===== src/rtl/servo_cmd_pkg.sv =====
// -----------------------------------------------------------------------------
// servo_cmd_pkg
// Shared definitions for the servo command controller: parser FSM encoding,
// response codes, frame geometry and the payload checksum helper.
// -----------------------------------------------------------------------------
package servo_cmd_pkg;

    typedef enum logic [1:0] {
        ST_IDLE    = 2'd0,
        ST_PAYLOAD = 2'd1,
        ST_CHECK   = 2'd2,
        ST_RESP    = 2'd3
    } state_t;

    localparam logic [7:0] RSP_OK    = 8'h4B;  // 'K' accepted as sent
    localparam logic [7:0] RSP_CLAMP = 8'h43;  // 'C' accepted after clamping
    localparam logic [7:0] RSP_ERR   = 8'h45;  // 'E' checksum mismatch

    // HDR + three payload bytes + checksum
    localparam int FRAME_LEN = 5;

    // Byte index (after the header) at which the checksum arrives
    localparam logic [1:0] CK_IDX = 2'(FRAME_LEN - 2);

    function automatic logic [7:0] frame_ck(input logic [23:0] p);
        return p[23:16] ^ p[15:8] ^ p[7:0];
    endfunction

endpackage


===== src/rtl/servo_pw_clamp.sv =====
// -----------------------------------------------------------------------------
// servo_pw_clamp
// Combinational clamp of a requested pulse width into [PW_MIN, PW_MAX] and
// selection of the response code for the frame.
// Ports:
//   i_pw      requested 24-bit pulse width
//   i_ck_ok   frame checksum matched
//   o_pw      clamped pulse width
//   o_clamped request was outside the legal range
//   o_code    response byte: 'E' on bad checksum, else 'C' if clamped, else 'K'
// -----------------------------------------------------------------------------
module servo_pw_clamp
    import servo_cmd_pkg::*;
#(
    parameter logic [23:0] PW_MIN = 24'd27027,
    parameter logic [23:0] PW_MAX = 24'd108108
) (
    input  logic [23:0] i_pw,
    input  logic        i_ck_ok,
    output logic [23:0] o_pw,
    output logic        o_clamped,
    output logic [7:0]  o_code
);

    always_comb begin
        o_pw      = i_pw;
        o_clamped = 1'b0;
        if (i_pw < PW_MIN) begin
            o_pw      = PW_MIN;
            o_clamped = 1'b1;
        end else if (i_pw > PW_MAX) begin
            o_pw      = PW_MAX;
            o_clamped = 1'b1;
        end
        if (!i_ck_ok)       o_code = RSP_ERR;
        else if (o_clamped) o_code = RSP_CLAMP;
        else                o_code = RSP_OK;
    end

endmodule


===== src/rtl/servo_cmd_ctrl.sv =====
// -----------------------------------------------------------------------------
// servo_cmd_ctrl
// Parses 5-byte servo frames (HDR, P2, P1, P0, P2^P1^P0) from a byte stream,
// loads the clamped pulse width and returns a one-byte response.
// Ports:
//   clk, resetn          system clock, asynchronous active-low reset
//   rx_valid, rx_data    received byte strobe and data
//   tx_valid, tx_data    response byte, held until tx_ready
//   tx_ready             transmitter accept
//   pw_out, pw_upd       pulse width to the PWM generator and its load pulse
//   err_cnt              rejected frames (bad checksum or timeout), saturating
// Build option:
//   SERVO_CMD_TIMEOUT_EN adds an inter-byte timeout in PAYLOAD (TIMEOUT_CYC).
// -----------------------------------------------------------------------------
module servo_cmd_ctrl
    import servo_cmd_pkg::*;
#(
    parameter logic [7:0]  HDR         = 8'h53,
    parameter logic [23:0] PW_MIN      = 24'd27027,
    parameter logic [23:0] PW_MAX      = 24'd108108,
    parameter logic [23:0] PW_RST      = 24'd54054,
    parameter logic [23:0] TIMEOUT_CYC = 24'd2_700_000
) (
    input  logic        clk,
    input  logic        resetn,
    input  logic        rx_valid,
    input  logic [7:0]  rx_data,
    output logic        tx_valid,
    output logic [7:0]  tx_data,
    input  logic        tx_ready,
    output logic [23:0] pw_out,
    output logic        pw_upd,
    output logic [7:0]  err_cnt
);

    state_t      r_state, w_next;
    logic [23:0] r_shift;
    logic [1:0]  r_idx;
    logic [7:0]  r_ck;
    logic [23:0] r_pw;
    logic        r_upd;
    logic        r_txv;
    logic [7:0]  r_txd;
    logic [7:0]  r_err;

    logic        w_ck_ok;
    logic [23:0] w_pw_clamped;
    logic        w_clamped;
    logic [7:0]  w_code;
    logic        w_timeout;
    logic [7:0]  w_err_inc;

    assign w_ck_ok   = (frame_ck(r_shift) == r_ck);
    assign w_err_inc = (r_err == 8'hFF) ? r_err : r_err + 8'd1;

`ifdef SERVO_CMD_TIMEOUT_EN
    // Cycles in PAYLOAD since the last byte; a byte on the expiry cycle
    // takes priority and reloads the count.
    logic [23:0] r_timer;

    always_ff @(posedge clk or negedge resetn) begin
        if (!resetn)                              r_timer <= '0;
        else if (r_state != ST_PAYLOAD || rx_valid) r_timer <= '0;
        else                                      r_timer <= r_timer + 24'd1;
    end

    assign w_timeout = (r_state == ST_PAYLOAD) && !rx_valid &&
                       (r_timer == TIMEOUT_CYC - 24'd1);
`else
    // No timer in this build; the parameter stays on the interface only.
    logic w_unused_tmo;
    assign w_unused_tmo = ^TIMEOUT_CYC;
    assign w_timeout    = 1'b0;
`endif

    servo_pw_clamp #(
        .PW_MIN (PW_MIN),
        .PW_MAX (PW_MAX)
    ) u_clamp (
        .i_pw      (r_shift),
        .i_ck_ok   (w_ck_ok),
        .o_pw      (w_pw_clamped),
        .o_clamped (w_clamped),
        .o_code    (w_code)
    );

    always_ff @(posedge clk or negedge resetn) begin
        if (!resetn) r_state <= ST_IDLE;
        else         r_state <= w_next;
    end

    always_comb begin
        w_next = r_state;
        case (r_state)
            ST_IDLE:    if (rx_valid && rx_data == HDR) w_next = ST_PAYLOAD;
            ST_PAYLOAD: begin
                if (rx_valid && r_idx == CK_IDX) w_next = ST_CHECK;
                else if (w_timeout)              w_next = ST_IDLE;
            end
            ST_CHECK:   w_next = ST_RESP;
            ST_RESP:    if (r_txv && tx_ready) w_next = ST_IDLE;
            default:    w_next = ST_IDLE;
        endcase
    end

    always_ff @(posedge clk or negedge resetn) begin
        if (!resetn) begin
            r_shift <= '0;
            r_idx   <= '0;
            r_ck    <= '0;
            r_pw    <= PW_RST;
            r_upd   <= 1'b0;
            r_txv   <= 1'b0;
            r_txd   <= '0;
            r_err   <= '0;
        end else begin
            r_upd <= 1'b0;
            case (r_state)
                ST_IDLE: begin
                    if (rx_valid && rx_data == HDR) begin
                        r_shift <= '0;
                        r_idx   <= '0;
                    end
                end
                ST_PAYLOAD: begin
                    if (rx_valid) begin
                        if (r_idx == CK_IDX) r_ck <= rx_data;
                        else                 r_shift <= {r_shift[15:0], rx_data};
                        r_idx <= r_idx + 2'd1;
                    end else if (w_timeout) begin
                        r_err <= w_err_inc;
                    end
                end
                ST_CHECK: begin
                    // Response and new width become visible together, two
                    // cycles after the checksum strobe.
                    r_txv <= 1'b1;
                    r_txd <= w_code;
                    if (w_ck_ok) begin
                        r_pw  <= w_pw_clamped;
                        r_upd <= 1'b1;
                    end else begin
                        r_err <= w_err_inc;
                    end
                end
                ST_RESP: begin
                    if (r_txv && tx_ready) r_txv <= 1'b0;
                end
                default: ;
            endcase
        end
    end

    assign tx_valid = r_txv;
    assign tx_data  = r_txd;
    assign pw_out   = r_pw;
    assign pw_upd   = r_upd;
    assign err_cnt  = r_err;

endmodule


===== config.mk =====
export PLATFORM = sky130hd
export DESIGN_NAME = servo_cmd_ctrl
export DESIGN_NICKNAME = d
export VERILOG_FILES = /design/src/rtl/servo_cmd_pkg.sv /design/src/rtl/servo_pw_clamp.sv /design/src/rtl/servo_cmd_ctrl.sv
export SDC_FILE = /design/constraint.sdc
export NUM_CORES = 1
export LEC_CHECK = 0
export ABC_AREA = 1
export CORE_MARGIN = 2
export CORE_UTILIZATION = 43
export CTS_CLUSTER_SIZE = 24
export DETAILED_ROUTE_END_ITERATION = 12
export GPL_TIMING_DRIVEN = 0
export PLACE_DENSITY = 0.61
export REMOVE_ABC_BUFFERS = 1
export SYNTH_ARGS = -nofsm -noshare
export SYNTH_HDL_FRONTEND = slang
export SYNTH_HIERARCHICAL = 1
export SYNTH_SLANG_ARGS = --single-unit

===== constraint.sdc =====
create_clock -name clk -period 2.2 [get_ports clk]
set_clock_uncertainty 0.05 [all_clocks]
set_input_delay 0.55 -clock clk [delete_from_list [all_inputs] [get_ports clk]]
set_output_delay 0.55 -clock clk [all_outputs]
set_load 0.05 [all_outputs]

After elaboration in Yosys (flattened, before gate mapping)
Index checks and enable logic that the tools add are counted. Widths: inputs -> output; s select.

Bitwise logic cells: 4. $lt $le $gt $ge: 2. Add/subtract/negate cells: 2. Reduce and logical (&&, ||, !) cells: 13. Muxes and demuxes: 21. Equality and inequality tests: 12.

Operators by type and width (number): $mux 24 (5); $pmux 24 s2 (1); $gt 24x17->1 const B (1); $lt 24x15->1 const B (1); $xor 8x8->8 (2); $reduce_and 3->1 (4); $mux 2 (5); $ne 2x2->1 const B (5); $add 8x1->8 const B (1); $eq 8x7->1 const B (1); $eq 8x8->1 (1); $eq 8x8->1 const B (1); $mux 8 (1); $pmux 2 s4 (1); $eq 2x2->1 const B (3); $mux 1 (5); $mux 4 (1); $pmux 2 s2 (1); $reduce_and 2->1 (2); $reduce_and 4->1 (1); $reduce_bool 2->1 (2); $logic_and 1x1->1 (3); $add 2x1->2 const B (1); $eq 2x1->1 const B (1); 3 further kinds (4).

Bits in registers: 78. Input bits: 12. Output and inout bits: 42. Logic and storage cells: 63.

Longest topological paths before layout
Gate-level depths: netlist of run 1.

Word-level depth: 5. Mapped depth: 13. Gate-level depth less buffers: 13.

Modules after synthesis
Netlist of run 1, hierarchy kept.

By module, submodules not included: servo_cmd_ctrl (seq. area each 1961.9 µm², instances 1, cells each 477, area an instance 3858.7 µm²); servo_pw_clamp (seq. area each 0.0 µm², instances 1, cells each 117, area an instance 571.8 µm²).

Least setup slack after synthesis of run 1
Ideal clock, no wire load.

Path type: register -> register. Start: register r_err[1] (netlist: err_cnt[1]). End: register r_err[6] (netlist: err_cnt[6]). Cell stages (with the launch flop): 8. Required time: 2.084 ns. Path slack: 0.334 ns. Buffers on the path: 0. Clock period less this slack: 1.866 ns. Arrival time: 1.749 ns. Setup time: 0.066 ns. Cells stage by stage: dfrtp_1 ha_1 nand3_1 nor2_1 nand3_1 nand3_2 nand2_1 nand2_1.

Word-level cells in the longest chain between the ends: 3. Elaborated cells between the ends (all ways): 4. Classes of those cells: add/sub (1); eq/ne (1); bitwise (1); reduce/logical (1).

Ends and longest elaborated chain: start, declared (RTL line servo_cmd_ctrl.sv:44) `logic [7:0] r_err;`; start signal, assigned (RTL line servo_cmd_ctrl.sv:131) `r_err <= w_err_inc;`; start signal, assigned (RTL line servo_cmd_ctrl.sv:143) `r_err <= w_err_inc;`; parallel branches: the longest is 3 deep, another holds $add 8x1->8.

Several ways; the timed one is not identified. A chain may end at the register's enable or synchronous reset.

Final worst setup path of run 1
Start: register r_pw[19] (netlist: pw_out[19]). End: output port pw_out[19].

RTL lines: start, declared (RTL line servo_cmd_ctrl.sv:40) `logic [23:0] r_pw;`; start signal, assigned (RTL line servo_cmd_ctrl.sv:140) `r_pw <= w_pw_clamped;`; end, declared (RTL line servo_cmd_ctrl.sv:31) `output logic [23:0] pw_out,`.

No word-level cell between the ends.

==> results of run 1 <==
## registers in the layout (all words and copies together), names as in the netlist
register	flops
r_state	2
r_ck	8
tx_data	8
r_shift	24
err_cnt	8
pw_out	24
r_idx	2
pw_upd	1
tx_valid	1
## power by group
group,switching [W],total (W),internal (W),leakage (nW)
Sequential,0.000404,0.00222,0.00182,0.966
Clock,0.000535,0.00100,0.000467,0.0921
Combinational,0.00214,0.00327,0.00113,1.72
## cells by family after synthesis
logic type	synth area share, %
DFF	44.28
adders and majority gates	1.977
and+or+nand+nor	30.39
buffers and inverters	12.31
AOI/OAI and AO/OA	6.072
muxes	2.033
xor gates and xnor gates	2.768
other	0.1695
## per-layer routing
metal	vias to the layer above	GRT usage [%]
met1	1692	23.31
met5	-	0
li1	1892	-
met2	76	29.03
met4	0	6.203
met3	9	3.896
## cells in the mapped netlist
cell / count / share of area (%)
sky130_fd_sc_hd__a21oi_1: 5 / 0.56
sky130_fd_sc_hd__a21oi_2: 1 / 0.20
sky130_fd_sc_hd__a31oi_1: 1 / 0.14
sky130_fd_sc_hd__buf_2: 3 / 0.34
sky130_fd_sc_hd__buf_4: 14 / 2.4
sky130_fd_sc_hd__buf_6: 5 / 1.3
sky130_fd_sc_hd__buf_8: 1 / 0.34
sky130_fd_sc_hd__clkbuf_1: 6 / 0.51
sky130_fd_sc_hd__clkinv_2: 1 / 0.11
sky130_fd_sc_hd__conb_1: 2 / 0.17
sky130_fd_sc_hd__dfrtp_1: 70 / 40
sky130_fd_sc_hd__dfstp_2: 8 / 4.7
sky130_fd_sc_hd__ha_1: 7 / 2.0
sky130_fd_sc_hd__inv_1: 85 / 7.2
sky130_fd_sc_hd__inv_2: 2 / 0.17
sky130_fd_sc_hd__mux2_2: 8 / 2.0
sky130_fd_sc_hd__nand2_1: 233 / 20
sky130_fd_sc_hd__nand2_2: 12 / 1.7
sky130_fd_sc_hd__nand2_4: 1 / 0.25
sky130_fd_sc_hd__nand3_1: 18 / 2.0
sky130_fd_sc_hd__nand3_2: 2 / 0.45
sky130_fd_sc_hd__nand3_4: 1 / 0.40
sky130_fd_sc_hd__nand4_1: 13 / 1.8
sky130_fd_sc_hd__nor2_1: 28 / 2.4
sky130_fd_sc_hd__nor2_2: 5 / 0.71
sky130_fd_sc_hd__nor2_4: 2 / 0.51
sky130_fd_sc_hd__nor3_1: 2 / 0.23
sky130_fd_sc_hd__nor3b_1: 1 / 0.17
sky130_fd_sc_hd__o211ai_1: 1 / 0.17
sky130_fd_sc_hd__o21ai_0: 34 / 3.8
sky130_fd_sc_hd__o21ai_1: 1 / 0.11
sky130_fd_sc_hd__o21ai_2: 1 / 0.20
sky130_fd_sc_hd__o22ai_1: 6 / 0.85
sky130_fd_sc_hd__xnor2_1: 6 / 1.2
sky130_fd_sc_hd__xor2_1: 8 / 1.6
## through the flow
stage	worst slack, ns	TNS (ns)	cells	cell area, um2
after global placement	-2.373	-210.41	764	4955
final	0.08022	0	785	5260
after CTS	-0.3010	-10.42	782	5179
after detailed placement	-0.6625	-20.89	766	5015
after floorplan	-0.3934	-9.442	575	4254
after global routing	0.005915	0	785	5260
## layout make-up
class / instances / area [um2]
sequential: 78 / 1963
inverter: 88 / 337.8
multi-input combinational: 411 / 2014
timing repair buffer: 56 / 596.8
tap: 136 / 170.2
clock buffer: 12 / 155.1
fill: 1050 / 4925
clock inverter: 4 / 22.52
## worst max path at each step
stage / depth (start not counted) / startpoint / endpoint
6_report: 1 / pw_out[19]$_DFFE_PN0P_ / pw_out[19]
4_1_cts: 6 / r_state[0]$_DFFE_PN0P_ / pw_out[6]$_DFFE_PN0P_
3_5_place_dp: 8 / r_state[1]$_DFFE_PN0P_ / r_shift[18]$_DFFE_PN0P_
2_1_floorplan: 7 / r_state[1]$_DFFE_PN0P_ / r_shift[0]$_DFFE_PN0P_
5_1_grt: 1 / tx_data[1]$_DFFE_PN0P_ / tx_data[1]
3_3_place_gp: 1 / resetn / err_cnt[5]$_DFFE_PN0P_
## cells in the final DEF, fill, tap and decap left out, drive strengths merged
master / count
clkinvlp: 1
ha: 7
xnor2: 6
nor3b: 1
clkdlybuf4s50: 35
clkinv: 3
buf: 4
mux2: 8
nand3: 22
o21ai: 36
a31oi: 1
inv: 88
dlymetal6s2s: 4
clkbuf: 12
dfrtp: 70
nor3: 2
conb: 12
nor2: 35
xor2: 8
o22ai: 6
dfstp: 8
o211ai: 1
dlygate4sd2: 13
a21oi: 7
nand4: 13
nand2: 246
## repair_timing
item                                    CTS  global route
endpoints found under the setup margin   65            61
setup buffers                             0             1
hold buffers                              0             0
hold endpoints to repair                  0             0
gates resized for setup                  14            13
cloned                                    0             2
==> results.md, run 1 <==
* RR Startpoint: r_state[1]$_DFFE_PN0P_
* Critical path's slowest cell: sky130_fd_sc_hd__clkdlybuf4s50_1
* Routed vias/inst at 4.674
* Buffers plus inverters on the worst setup path at 1
* Final critical-path required period at around 2.1 ns
* Clock slew at reported path FFs at 0.08 ns
* Launching element type of the critical path: register
* # DRC at 0
* Number of cells on the worst reg-to-reg path at 8
* Critical-path maximum fanout at 2
* Number of global-route vias before repair at 3500
* Share of the core filled with cells at 51.65%
* Routed wl met2 at approximately 4.5 mm
* GRT Resource Usage Total at between 10% and 20%
* IR drop worst, VDD at roughly 830 uV
* Total power consumption of the routed design at 0.006488 W
* Count of cell types in the netlist at 35
* CTS buffer count at 9
* Maximum clock rate at about 470 MHz
* Netlist area before placement at ~4400 um2
* Number of sinks on the clock net at 78
* Buffers on Ports at 53
* CP arrival at 1.52 ns
* Cell breakdown of the critical path: clkdlybuf4s50_1
* Detailed-route wire length at 9.630 mm
* Finish-stage setup viols at 0
* Global-route wire length before repair at 15.86 mm
* Insertion delay to the later sink of the worst-skew pair at 0.35 ns
* Number of iterations in the first detailed-routing pass at 7
* Number of rows in the core area at 37
* Floorplan die height at 105.5 um
* Setup repair after global routing missed its margin: no
* Leakage power at about 2.8 nW
* Total met3 wirelength after detailed routing at between 400 and 500 um
* Worst Hold Class: in2async
* Fraction of layout instances using a drive strength above 1 at around 11%
* Sequential share of the synthesized area at 44.28%
* Clock Tree Root: sky130_fd_sc_hd__clkbuf_8
* Total count of max-transition violations in the final report at 0
* FF+latch count, synth at 78
* Net count reported at finish at 663
* Top Ports at 54
* Family with the most delay on the worst path: buffers and inverters
* GR Overflow Total at 0
* Max-cap violations at 0
* Worst hold slack at 0.09542 ns
* Post-Syn Area per Cell at between 7 and 8 um2
* Largest net degree at the start of global routing at 48
* Data required, critical path at roughly 1.6 ns
* Layout overhead on the synthesized area at 18.72%
* Final-report hold violation count at 0
* Routed metal-1 wire length at ~4.5 mm
* Horizontal die dimension at 105.5 um
* CTS HTree Levels at 3
* Initial standard-cell utilization of the core at between 40% and 50%
* Worst-margin pin slew at 0.5498 ns
* Power density over the cells at 1234 nW/um2
* Die Outline Area at 11130 um2
* Placer congestion estimate at 0.7965
* Overall via count from detail_route at 3669
* Antenna diode count at 0
* Biggest cell delay along the critical path at roughly 0.8 ns
* Final critical-path share of the clock period at 96.35%
* Outcome: finished clean
* Core region area at 10180 um2
* HPWL after detailed placement at 6.456 mm
* Starting DRT DRC Count at about 220
* Top layer used by detailed routing: met4
* Crit path capture type: output pin
* Ys Warns at 6
* Synth Instances at 594
* Endpoint of the most critical register-to-register path: r_shift[18]$_DFFE_PN0P_
* Routed len/inst at 12.27 um
* Critical path class: reg2out
* Clock Tree Buf Depth at 2
* Max-slew headroom at the worst pin at about 63%
* Clock tree from TritonCTS: yes
* Number of antenna violations at the first check in global routing at 0
* Number of routed nets with antenna violations at 0
* Worst R2R Setup Slack at 0.19 ns
Note: power is estimated with default switching activity, not from simulation.
==> inputs of run 2 (changes only) <==
Settings changed: PLACE_DENSITY 0.61 to 0.62, SYNTH_HIERARCHICAL 1 to unset.
==> run 2 against run 1 <==
  * Register-to-register slack better by 0.05 ns
  * Synthesized area down 11%
  * Cell count down 15%
  * Flip-flop and latch count down 4
==> results.md, run 2 <==
* # DRC at 0 (unchanged)
* Buffers on Ports at 50 (was 53)
* FF+latch count, synth at 74 (was 78)
* Post-synth top area share at 41.97% (was 39.54%)
* Synth Instances at 511 (was 594)
* Logic pwr share at 40.7% (was 50.4%)
* Maximum clock rate at 468.7 MHz (was 471.7 MHz)
* IR drop worst, VDD at 605.0 uV (was 826.2 uV)
* Crit path capture type: output pin (unchanged)
* Total count of max-transition violations in the final report at 0 (unchanged)
* Cell breakdown of the critical path: clkdlybuf4s50_1 (unchanged)
* HPWL after detailed placement at 5.922 mm (was 6.456 mm)
* Family with the most delay on the worst path: buffers and inverters (unchanged)
* Critical-path maximum fanout at 3 (was 2)
* Fill count at 861 (was 1050)
* Setup repair after global routing missed its margin: no (unchanged)
* Routed vias/inst at 5.042 (was 4.674)
* RR Startpoint: r_state[0]$_DFFE_PN0P_ (was r_state[1]$_DFFE_PN0P_)
* Initial standard-cell utilization of the core at 44.69% (was 43.50%)
* Worst-margin pin slew at 0.5890 ns (was 0.5498 ns)
* Endpoint of the most critical register-to-register path: pw_out[6]$_DFFE_PN0P_ (was r_shift[18]$_DFFE_PN0P_)
* Floorplan die height at 99.66 um (was 105.5 um)
* Number of global-route vias before repair at 3132 (was 3500)
* Commonest register cell after synthesis: sky130_fd_sc_hd__dfrtp_1 (unchanged)
* Fraction of layout instances using a drive strength above 1 at 8.781% (was 10.79%)
* Leakage power at 2.523 nW (was 2.781 nW)
* Number of cells on the worst reg-to-reg path at 6 (was 8)
* Finish-stage setup viols at 0 (unchanged)
* Number of routed nets with antenna violations at 0 (unchanged)
* Global-route wire length before repair at 15.05 mm (was 15.86 mm)
* Top cells by area in the synthesized netlist: sky130_fd_sc_hd__dfrtp_1 (42%), sky130_fd_sc_hd__nand2_1 (19%), sky130_fd_sc_hd__dfstp_2 (5.3%) (was sky130_fd_sc_hd__dfrtp_1 (40%), sky130_fd_sc_hd__nand2_1 (20%), sky130_fd_sc_hd__inv_1 (7.2%))
* Max-slew headroom at the worst pin at 60.73% (was 63.35%)
* Overall via count from detail_route at 3358 (was 3669)
* Critical path's slowest cell: sky130_fd_sc_hd__clkdlybuf4s50_1 (unchanged)
* GRT Resource Usage Total at 19.08% (was 17.76%)
* Count of cell types in the netlist at 32 (was 35)
* Netlist area before placement at 3935 um2 (was 4430 um2)
* Post-synth EDFFs at 0 (unchanged)
* Biggest cell delay along the critical path at 0.81 ns (about the same)
* Clock Power Share at 24.3% (was 15.4%)
* Horizontal die dimension at 99.66 um (was 105.5 um)
* Share of the core filled with cells at 53.99% (was 51.65%)
* CTS buffer count at 9 (unchanged)
* Worst R2R Setup Slack at 0.24 ns (was 0.19 ns)
* Standard cell area after detailed placement at 4432 um2 (was 5015 um2)
* Antenna diode count at 0 (unchanged)
* CTS HTree Levels at 3 (unchanged)
* Worst Hold Class: in2async (unchanged)
* Switching power summed over all nets at 0.002462 W (was 0.003078 W)
* Non-Filler Cell Area, Final at 4755 um2 (was 5260 um2)
* Cts hold-fix bufs at 0 (unchanged)
* Placement-stage worst setup slack at -1.237 ns (was -0.6625 ns)
* Number of antenna violations at the first check in global routing at 0 (unchanged)
* Number of rows in the core area at 34 (was 37)
* Number of iterations in the first detailed-routing pass at 5 (was 7)
* Max-cap violations at 0 (unchanged)
* Sequential share of power at 35.0% (was 34.2%)
* Sequential share of the synthesized area at 47.31% (was 44.28%)
* Final critical-path required period at 2.134 ns (was 2.120 ns)
* Die Outline Area at 9932 um2 (was 11130 um2)
* Top Ports at 54 (unchanged)
* Clock tree from TritonCTS: yes (unchanged)
* Post-Syn Area per Cell at 7.701 um2 (was 7.459 um2)
* Clock Tree Root: sky130_fd_sc_hd__clkbuf_8 (unchanged)
* Final-report hold violation count at 0 (unchanged)
* Core region area at 8806 um2 (was 10180 um2)
* Dominant cell by count in the synthesized netlist: sky130_fd_sc_hd__nand2_1 (unchanged)
* Starting DRT DRC Count at 289 (was 216)
* Final worst setup slack at 0.06628 ns (was 0.08022 ns)
* Largest net degree at the start of global routing at 53 (was 48)
* Buffers plus inverters on the worst setup path at 1 (unchanged)
* Net count reported at finish at 571 (was 663)
* Data required, critical path at 1.60 ns (about the same)
* Detailed-route wire length at 8.804 mm (was 9.630 mm)
* CP arrival at 1.53 ns (was 1.52 ns)
* GR Overflow Total at 0 (unchanged)
* Final critical-path share of the clock period at 96.99% (was 96.35%)
* Outcome: finished clean (unchanged)
* Critical path class: reg2out (unchanged)
* Ys Warns at 0 (was 6)
* Most frequent cells in the layout: sky130_fd_sc_hd__nand2_1 (199), sky130_fd_sc_hd__dfrtp_1 (66), sky130_fd_sc_hd__nand3_1 (41) (was sky130_fd_sc_hd__nand2_1 (232), sky130_fd_sc_hd__inv_1 (85), sky130_fd_sc_hd__dfrtp_1 (69))
* Most frequent cells after synthesis: sky130_fd_sc_hd__nand2_1 (201), sky130_fd_sc_hd__dfrtp_1 (66), sky130_fd_sc_hd__nand3_1 (41) (was sky130_fd_sc_hd__nand2_1 (233), sky130_fd_sc_hd__inv_1 (85), sky130_fd_sc_hd__dfrtp_1 (70))
* Storage element area at 1862 um2 (was 1963 um2)
* Layout overhead on the synthesized area at 20.83% (was 18.72%)
* Launching element type of the critical path: register (unchanged)
* Async S/R FF share, synth at 100.0% (unchanged)
* Clock slew at reported path FFs at 0.08 ns (about the same)
* Placer congestion estimate at 0.8652 (was 0.7965)
* Clock Tree Buf Depth at 2 (unchanged)
* Area of the multi-input gates at 1778 um2 (was 2014 um2)
* Most common library cell in the layout ignoring fill and taps: sky130_fd_sc_hd__nand2_1 (unchanged)
* Cell type contributing the most total cell area after synthesis: sky130_fd_sc_hd__dfrtp_1 (unchanged)
* Power density over the cells at 1200 nW/um2 (was 1234 nW/um2)
* Insertion delay to the later sink of the worst-skew pair at 0.35 ns (about the same)
* Number of sinks on the clock net at 74 (was 78)
* Routed len/inst at 13.22 um (was 12.27 um)
* Cell internal power dissipation at 0.003242 W (was 0.003410 W)
* Net switching share of the total power at 43.16% (was 47.44%)
[run 2: cell types whose count changed after synthesis, moves of 5 or more]
cell / previous run / this run
sky130_fd_sc_hd__o21ai_0: 34 / 27
sky130_fd_sc_hd__xnor2_1: 6 / 11
sky130_fd_sc_hd__inv_2: 2 / 9
sky130_fd_sc_hd__buf_2: 3 / 8
sky130_fd_sc_hd__mux2_2: 8 / 0
sky130_fd_sc_hd__nand3_1: 18 / 41
sky130_fd_sc_hd__nand2_1: 233 / 201
sky130_fd_sc_hd__nand2_2: 12 / 0
sky130_fd_sc_hd__inv_1: 85 / 39
sky130_fd_sc_hd__buf_4: 14 / 9
[run 2: logic make-up after synthesis]
group           after synthesis  synth area share (%)
fa+ha+maj                     6                 1.908
xor+xnor                     21                 4.674
simple gates                295                 31.48
flops                        74                 47.31
buf+inv                      73                 8.934
compound gates               41                 5.596
other cells                   1               0.09530
[run 2: stage by stage]
stage	setup TNS, ns	hold slack [ns]	cells	total power [W]
floorplan	-5.740	0.2044	488	0.003558
global placement	-174.35	0.3975	646	0.004134
detailed placement	-26.08	0.4011	647	0.004195
CTS	0	0.03621	665	0.005698
global route	0	0.04242	666	0.006149
finish	0	0.03699	666	0.005704
[run 2: final cells by class]
| cell class | instances | area share [%] |
|---|---|---|
| Clock buffer | 9 | 2.605 |
| Multi-Input combinational cell | 367 | 37.39 |
| Inverter | 48 | 3.789 |
| Tap cell | 108 | 2.842 |
| Sequential cell | 74 | 39.16 |
| Clock inverter | 7 | 2.921 |
| Timing Repair Buffer | 53 | 11.29 |
[run 2: layer usage]
layer / wire [um] / GRT usage, %
met1: 4297 / 26.64
met2: 3854 / 29.31
met3: 478 / 4.216
met4: 174 / 6.849
met5: 0 / 0
[run 2: worst reg2reg max path: stages, from the launching register on]
cell and delay, ns:
sky130_fd_sc_hd__dfrtp_1 0.43, sky130_fd_sc_hd__inv_1 0.12, sky130_fd_sc_hd__ha_1 0.54, sky130_fd_sc_hd__inv_1 0.27, sky130_fd_sc_hd__nor2_8 0.28, sky130_fd_sc_hd__nand3_1 0.12
sky130_fd_sc_hd__nand2_1 0.08
[run 2: power groups by stage]
stage          clock, W  combinational, W  sequential, W
2_1_floorplan         0           0.00147        0.00209
6_report        0.00139           0.00232        0.00200
3_5_place_dp          0           0.00218        0.00201
5_1_grt         0.00149           0.00262        0.00204
3_3_place_gp          0           0.00214        0.00200
4_1_cts         0.00143           0.00228        0.00199
[run 2: how the worst max path moves through the flow]
stage / slack [ns] / from / end / depth (start not counted)
after floorplan: -0.37 / r_state[1]$_DFFE_PN0P_ / r_shift[0]$_DFFE_PN0P_ / 9
after global placement: -2.12 / resetn / err_cnt[3]$_DFFE_PN0P_ / 1
after detailed placement: -1.24 / r_state[1]$_DFFE_PN0P_ / r_shift[0]$_DFFE_PN0P_ / 9
after CTS: 0.005 / err_cnt[1]$_DFFE_PN0P_ / err_cnt[1] / 1
after global routing: 0.001 / tx_data[2]$_DFFE_PN0P_ / tx_data[2] / 1
final: 0.07 / tx_data[0]$_DFFE_PN0P_ / tx_data[6] / 1
[run 2: repair_timing]
item | in CTS | in global routing
endpoints found under the setup margin | 47 | 51
buffers inserted | 1 | 1
endpoints found under the hold margin | 0 | 0
gates cloned | 1 | 0
gates resized for setup | 19 | 7
==> inputs of run 3 (changes only) <==
Settings changed: CTS_CLUSTER_SIZE 24 to unset, SLEW_MARGIN set to 20.
==> run 3 against run 2 <==
  * Fmax shrank 0.16%
  * Setup slack worse by 0.0035 ns
  * Die area is the same
  * First-iteration DRC count shrank 34%
  * Sequential power about the same
  * Cell count is the same
  * Clock power barely moved
  * Flip-flop and latch count unchanged
  * Non-clock buffer count unchanged
  * Register-to-register slack worse by 0.02 ns
  * Critical path type unchanged
  * Critical endpoint unchanged
  * Largest power group unchanged
==> results.md, run 3 (same netlist as run 2, synthesis figures left out) <==
* Family with the most delay on the worst path: buffers and inverters (unchanged)
* Overall via count from detail_route at 3316 (was 3358)
* Power density over the cells at 1202 nW/um2 (was 1200 nW/um2)
* Worst Hold Class: in2async (unchanged)
* Critical path's slowest cell: sky130_fd_sc_hd__clkdlybuf4s50_1 (unchanged)
* Endpoint of the most critical register-to-register path: pw_out[6]$_DFFE_PN0P_ (unchanged)
* RR Startpoint: r_state[0]$_DFFE_PN0P_ (unchanged)
* Number of iterations in the first detailed-routing pass at 4 (was 5)
* Launching element type of the critical path: register (unchanged)
* Initial standard-cell utilization of the core at 44.69% (unchanged)
* HPWL after detailed placement at 5.891 mm (was 5.922 mm)
* Insertion delay to the later sink of the worst-skew pair at 0.36 ns (was 0.35 ns)
* Worst hold slack at 0.03567 ns (was 0.03699 ns)
* Clock Tree Root: sky130_fd_sc_hd__clkbuf_8 (unchanged)
* Layout overhead on the synthesized area at 21.14% (was 20.83%)
* CP arrival at 1.54 ns (was 1.53 ns)
* Cell breakdown of the critical path: clkdlybuf4s50_1 (unchanged)
* Number of global-route vias before repair at 3100 (was 3132)
* Non-Filler Cell Area, Final at 4767 um2 (was 4755 um2)
* Most frequent cells in the layout: sky130_fd_sc_hd__nand2_1 (199), sky130_fd_sc_hd__dfrtp_1 (66), sky130_fd_sc_hd__nand3_1 (41) (unchanged)
* Final worst setup slack at 0.06280 ns (was 0.06628 ns)
* Clock Tree Buf Depth at 2 (unchanged)
* Largest net degree at the start of global routing at 53 (unchanged)
* CTS HTree Levels at 3 (unchanged)
* Clock slew at reported path FFs at 0.08 ns (about the same)
* Critical-path maximum fanout at 3 (unchanged)
* Worst R2R Setup Slack at 0.22 ns (was 0.24 ns)
* Max-slew headroom at the worst pin at 59.97% (was 60.73%)
* Clock tree from TritonCTS: yes (unchanged)
* Fill count at 856 (was 861)
* Placement-stage worst setup slack at -0.8896 ns (was -1.237 ns)
* # DRC at 0 (unchanged)
* GR Overflow Total at 0 (unchanged)
* Outcome: finished clean (unchanged)
* Buffers on Ports at 50 (unchanged)
* Global-route wire length before repair at 14.91 mm (was 15.05 mm)
* Biggest cell delay along the critical path at 0.81 ns (about the same)
* Number of sinks on the clock net at 74 (unchanged)
* Standard cell area after detailed placement at 4439 um2 (was 4432 um2)
* IR drop worst, VDD at 744.1 uV (was 605.0 uV)
* Worst-margin pin slew at 0.6005 ns (was 0.5890 ns)
* Setup repair after global routing missed its margin: no (unchanged)
* Crit path capture type: output pin (unchanged)
* Final-report hold violation count at 0 (unchanged)
* Total count of max-transition violations in the final report at 0 (unchanged)
* CTS buffer count at 9 (unchanged)
* Number of cells on the worst reg-to-reg path at 6 (unchanged)
* Starting DRT DRC Count at 190 (was 289)
* Maximum clock rate at 467.9 MHz (was 468.7 MHz)
* Cts hold-fix bufs at 0 (unchanged)
* Number of routed nets with antenna violations at 0 (unchanged)
* Number of rows in the core area at 34 (unchanged)
* GRT Resource Usage Total at 18.88% (was 19.08%)
* Number of antenna violations at the first check in global routing at 0 (unchanged)
* TNS Setup at 0 ns (unchanged)
* Buffers plus inverters on the worst setup path at 1 (unchanged)
* Data required, critical path at 1.60 ns (about the same)
* Net count reported at finish at 571 (unchanged)
* Placer congestion estimate at 0.8652 (unchanged)
* Floorplan die height at 99.66 um (unchanged)
* Final critical-path required period at 2.137 ns (was 2.134 ns)
* Max-cap violations at 0 (unchanged)
* Fraction of layout instances using a drive strength above 1 at 8.781% (unchanged)
* Finish-stage setup viols at 0 (unchanged)
* Top Ports at 54 (unchanged)
* Critical path class: reg2out (unchanged)
* Leakage power at 2.545 nW (was 2.523 nW)
* Die Outline Area at 9932 um2 (unchanged)
* Routed vias/inst at 4.979 (was 5.042)
* Horizontal die dimension at 99.66 um (unchanged)
* Most common library cell in the layout ignoring fill and taps: sky130_fd_sc_hd__nand2_1 (unchanged)
* Antenna diode count at 0 (unchanged)
* Final critical-path share of the clock period at 97.15% (was 96.99%)
* Routed len/inst at 13.18 um (was 13.22 um)
* Core region area at 8806 um2 (unchanged)
* Detailed-route wire length at 8.779 mm (was 8.804 mm)
==> run 3: layout make-up <==
type / count / area, um2 / share of cell area [%]
flip-flops and latches: 74 / 1862 / 39.06
inverters: 48 / 180.2 / 3.780
well taps: 108 / 135.1 / 2.835
clock inverters: 7 / 141.4 / 2.966
clock buffers: 9 / 123.9 / 2.598
repair buffers: 53 / 541.8 / 11.36
multi-input cells: 367 / 1783 / 37.40
==> run 3: repair_timing <==
| item | CTS | global route |
|---|---|---|
| buffers inserted | 1 | 1 |
| gates cloned | 1 | 0 |
| setup endpoints to repair | 46 | 52 |
| gates resized for setup | 16 | 9 |
==> run 3: per-layer routing <==
metal | GRT usage, % | part of all wire [%] | up-vias
met5 | 0 | 0 | -
met2 | 28.90 | 44 | 87
li1 | - | - | 1684
met4 | 7.798 | 1.4 | 0
met1 | 26.62 | 49 | 1533
met3 | 3.233 | 5.8 | 12
==> run 3: worst max path at each step <==
stage                                   endpoint  slack, ns              startpoint  depth (start not counted)
after floorplan           r_shift[0]$_DFFE_PN0P_      -0.37  r_state[1]$_DFFE_PN0P_                          9
after global placement    err_cnt[3]$_DFFE_PN0P_      -2.12                  resetn                          1
after detailed placement  r_shift[0]$_DFFE_PN0P_      -0.89  r_state[1]$_DFFE_PN0P_                          9
after CTS                             err_cnt[0]      0.002  err_cnt[0]$_DFFE_PN0P_                          1
after global routing                  tx_data[0]      0.009  tx_data[0]$_DFFE_PN0P_                          1
final                                 tx_data[6]       0.06  tx_data[0]$_DFFE_PN0P_                          1
==> run 3: through the flow <==
step | util, % | cells | power (W)
after floorplan | - | 488 | 0.003558
after global placement | 50.04 | 646 | 0.004134
after detailed placement | 50.41 | 647 | 0.004207
after CTS | 53.65 | 665 | 0.005697
after global routing | 54.13 | 666 | 0.006163
final | 54.13 | 666 | 0.005728
==> run 3: power breakdown <==
part / switching, W / internal, W
Sequential: 0.000371 / 0.00163
Clock: 0.000525 / 0.000868
Combinational: 0.00158 / 0.000761
